==> src/rtl/decoder_scan.sv <==
// rtl/decoder_scan.sv - registered N-to-2**N one-hot decoder with direct and timed scan modes
// Either holds a loaded select or walks the active output through every position, HOLD cycles each.
module decoder_scan #(
  parameter int N    = 3,
  parameter int HOLD = 4
) (
  input  logic              clk,
  input  logic              rst,
  input  logic              en,
  input  logic              mode,
  input  logic              load,
  input  logic [N-1:0]      sel,
  output logic [(1<<N)-1:0] y,
  output logic [N-1:0]      idx,
  output logic              wrap
);

  localparam int OUTS = 1 << N;
  localparam int HW   = (HOLD > 1) ? $clog2(HOLD) : 1;

  localparam logic [HW-1:0]   HCNT_LAST = HW'(HOLD - 1);
  localparam logic [N-1:0]    IDX_LAST  = N'(OUTS - 1);
  localparam logic [OUTS-1:0] ONE_HOT0  = OUTS'(1);

  logic [N-1:0]    idx_q, idx_d;
  logic [HW-1:0]   hcnt_q, hcnt_d;
  logic [OUTS-1:0] y_q, y_d;
  logic            wrap_q, wrap_d;

  always_comb begin
    idx_d  = idx_q;
    hcnt_d = hcnt_q;
    wrap_d = 1'b0;
    y_d    = '0;
    if (en) begin
      if (load) begin
        // A load wins over a hold expiry, so no step or wrap is taken on that edge.
        idx_d  = sel;
        hcnt_d = '0;
      end else if (!mode) begin
        hcnt_d = '0;
      end else if (hcnt_q == HCNT_LAST) begin
        hcnt_d = '0;
        idx_d  = idx_q + 1'b1;
        wrap_d = (idx_q == IDX_LAST);
      end else begin
        hcnt_d = hcnt_q + 1'b1;
      end
      // Decode the index being written this edge so y has no extra cycle of lag.
      y_d = ONE_HOT0 << idx_d;
    end
  end

  always_ff @(posedge clk) begin
    if (rst) begin
      idx_q  <= '0;
      hcnt_q <= '0;
      y_q    <= '0;
      wrap_q <= 1'b0;
    end else begin
      idx_q  <= idx_d;
      hcnt_q <= hcnt_d;
      y_q    <= y_d;
      wrap_q <= wrap_d;
    end
  end

  assign y    = y_q;
  assign idx  = idx_q;
  assign wrap = wrap_q;

endmodule

==> config.mk <==
export PLATFORM = sky130hd
export DESIGN_NAME = decoder_scan
export DESIGN_NICKNAME = d
export VERILOG_FILES = /design/src/rtl/decoder_scan.sv
export SDC_FILE = /design/constraint.sdc
export NUM_CORES = 1
export LEC_CHECK = 0
export CORE_MARGIN = 10
export CORE_UTILIZATION = 40
export CTS_CLUSTER_SIZE = 24
export DETAILED_ROUTE_END_ITERATION = 12
export GPL_ROUTABILITY_DRIVEN = 0
export GPL_TIMING_DRIVEN = 0
export PLACE_DENSITY = 0.72
export SYNTH_ARGS = -nofsm -noshare
export SYNTH_HDL_FRONTEND = slang
export SYNTH_SLANG_ARGS = --single-unit
==> constraint.sdc <==
create_clock -name clk -period 1.7 [get_ports clk]
set_clock_uncertainty 0.1 [all_clocks]
set_input_delay 0.34 -clock clk [delete_from_list [all_inputs] [get_ports clk]]
set_output_delay 0.34 -clock clk [all_outputs]
set_load 0.02 [all_outputs]
==> reports/results.ini <==
[worst_hold_path]
hold_depth = 3
whs_endpoint = hcnt_q[1]
hold_path.class = in -> reg
holdCritStartpoint = mode

[power]
vdd_drop_max_mv = 0.515
p_leak_nw = 0.363
p_sw_mw = 0.178
p_seq_share_pct = 49.3
power_density_nw_per_um2 = 734
clockPowerShare_pct = 34.4
pwr-share-comb_pct = 16.3
intPower_mw = 0.525
switching_share_pct = 25.3

[die]
initial_core_util_pct = 43.0
die_y_um = 60.5
std_cell_rows = 14
ios = 20
die-area_um2 = 3660
fp.dieW_um = 60.5
coreArea_um2 = 1520

[synth]
yosysSeqAreaShare_pct = 42.7
syn_area_um2 = 656
syn_nets = 75
ys_ff_latch = 14
yosysUniqueCellTypes = 30
synthCells = 63
async_flop_share_pct = 0
synth-main-ff-cell = dfxtp_1
syn-mean-instance-area_um2 = 10.4
ys_warn_count = 0
synth_edf_count = 0

[critical_path]
cp_cell_sequence = clkdlybuf4s50_1
cp-end-kind = output port
reg2regPathDepth = 5
r2r-end = y[7]
timing.rr.start = idx[0]
critPathSlowestCell = clkdlybuf4s50_1
cp.depth = 1
worst_ep_required_time_ns = 1.26
reg2reg_slack_ns = 0.09
crit_path_max_fanout = 1
cp-startpoint = y[7]
path_delay_family = buffers and inverters
crit_type = reg -> out
critical_path_buf_inv_count = 1
start_kind = flop
max_stage_delay_ns = 0.60
crit_arrival_ns = 1.20

[sta]
drv_slew = 0
min_period_over_period_pct = 96.3
setup_tns_ns = 0
hold_viol_final = 0
slew_headroom_pct = 67.2
finalCriticalPeriod_ns = 1.64
whs_ns = 0.259
final.setup.worst_slack_ns = 0.0635
timing.fmax_mhz = 611
setup_viol = 0
worstMarginPinSlew_ns = 0.492

[global_routing]
grt_start_max_net_pins = 11
antenna_found_initial = 0
grt_pass1_vias = 484
groute.usage.overall_pct = 7.86
grt_overflow = 0
grt_first_pass_wirelength_mm = 2.18

[placement]
dpl_cell_area_um2 = 856
port_buffers = 18
dp_slack_ns = -0.157
place_inst = 97
hpwl_mm = 1.11

[route]
wirelength_mm = 1.53
drcViolationCount = 0
wl_per_cell_um = 14.8
drtPass1Iterations = 4
viasPerCell = 5.40
drtIter0Drc = 10
final_antenna_net_count = 0
dr_total_vias = 556

[layout]
fillers = 125
fin_area_um2 = 957
syn2layout_area_growth_pct = 46.0
final_cells = 103
n_antenna_cell = 0
regArea_um2 = 285
layout_common_cells = clkdlybuf4s50_1 (15), dfxtp_1 (12), nor3_1 (8)
multi_input_area_um2 = 398
fin_nets = 100
drive_above_1_share_pct = 23.0
final_common_cell = clkdlybuf4s50_1

[outcome]
status = finished clean

[cts]
cts_made_buffers = 3
clk_path_buf_depth = 2
clk_latency_ns = 0.28
cts_root_buffer = clkbuf_4
cts_max_level = 1
clk_pin_slew_ns = 0.08
clock_sinks = 14
tritoncts = yes

[job]
maxCapViolCount = 0

-- power groups by stage --
stage | clock [mW] | sequential (mW) | combinational (mW)
final | 0.242 | 0.346 | 0.115
after floorplan | 0 | 0.362 | 0.0495
after CTS | 0.245 | 0.345 | 0.107
after detailed placement | 0 | 0.353 | 0.107
after global placement | 0 | 0.352 | 0.106
after global routing | 0.260 | 0.348 | 0.124
-- cell families after synthesis --
kind of cell	share of synthesized area [%]
AOI/OAI and AO/OA	16.8
adders and majority gates	7.63
buffers and inverters	4.01
DFF	42.7
muxes	1.53
and+or+nand+nor	27.3
-- worst max-delay path by stage --
stage / endpoint / slack (ns)
after floorplan: idx[2] / 0.0002
after global placement: idx[0] / -0.15
after detailed placement: y[0] / -0.16
after CTS: y[4] / 0.002
after global routing: y[1] / -0.05
final: y[7] / 0.06
-- Yosys cell counts, types with 2 or more instances --
cell       n  area share (%)
nand2b_1   7             6.7
and3_1     2             1.9
dfxtp_1   14              43
nor3_1     8             6.1
o22ai_1    2             1.9
buf_6      2             3.4
ha_1       4             7.6
nand2_1    2             1.1
-- state kept, by name, summed over array words and instances, names as in the netlist --
signal  cells
hcnt_q      2
idx         3
wrap        1
y           8
-- per-layer routing --
metal,GRT usage (%),wire length [um]
met1,9.61,718
met3,3.55,117
met5,0,0
met4,3.76,21
met2,11.5,669
-- final cells by class --
type / count / area share, %
multi-input combinational: 46 / 41.6
sequential: 14 / 29.8
timing repair buffer: 20 / 20.0
clock buffer: 4 / 3.79
buffer: 2 / 2.35
tap: 16 / 2.09
inverter: 1 / 0.392
-- metrics by stage --
stage,util [%],power (mW)
2_1_floorplan,-,0.412
3_3_place_gp,56.2,0.458
3_5_place_dp,56.2,0.459
4_1_cts,58.9,0.697
5_1_grt,62.8,0.732
6_report,62.8,0.703
-- what timing repair did --
item	4_1_cts	5_1_grt
endpoints found under the setup margin	8	9
resized for setup	4	9
pin swaps	0	2
hold buffers	0	0
setup buffers	0	2
(Power assumes the default switching activity.)
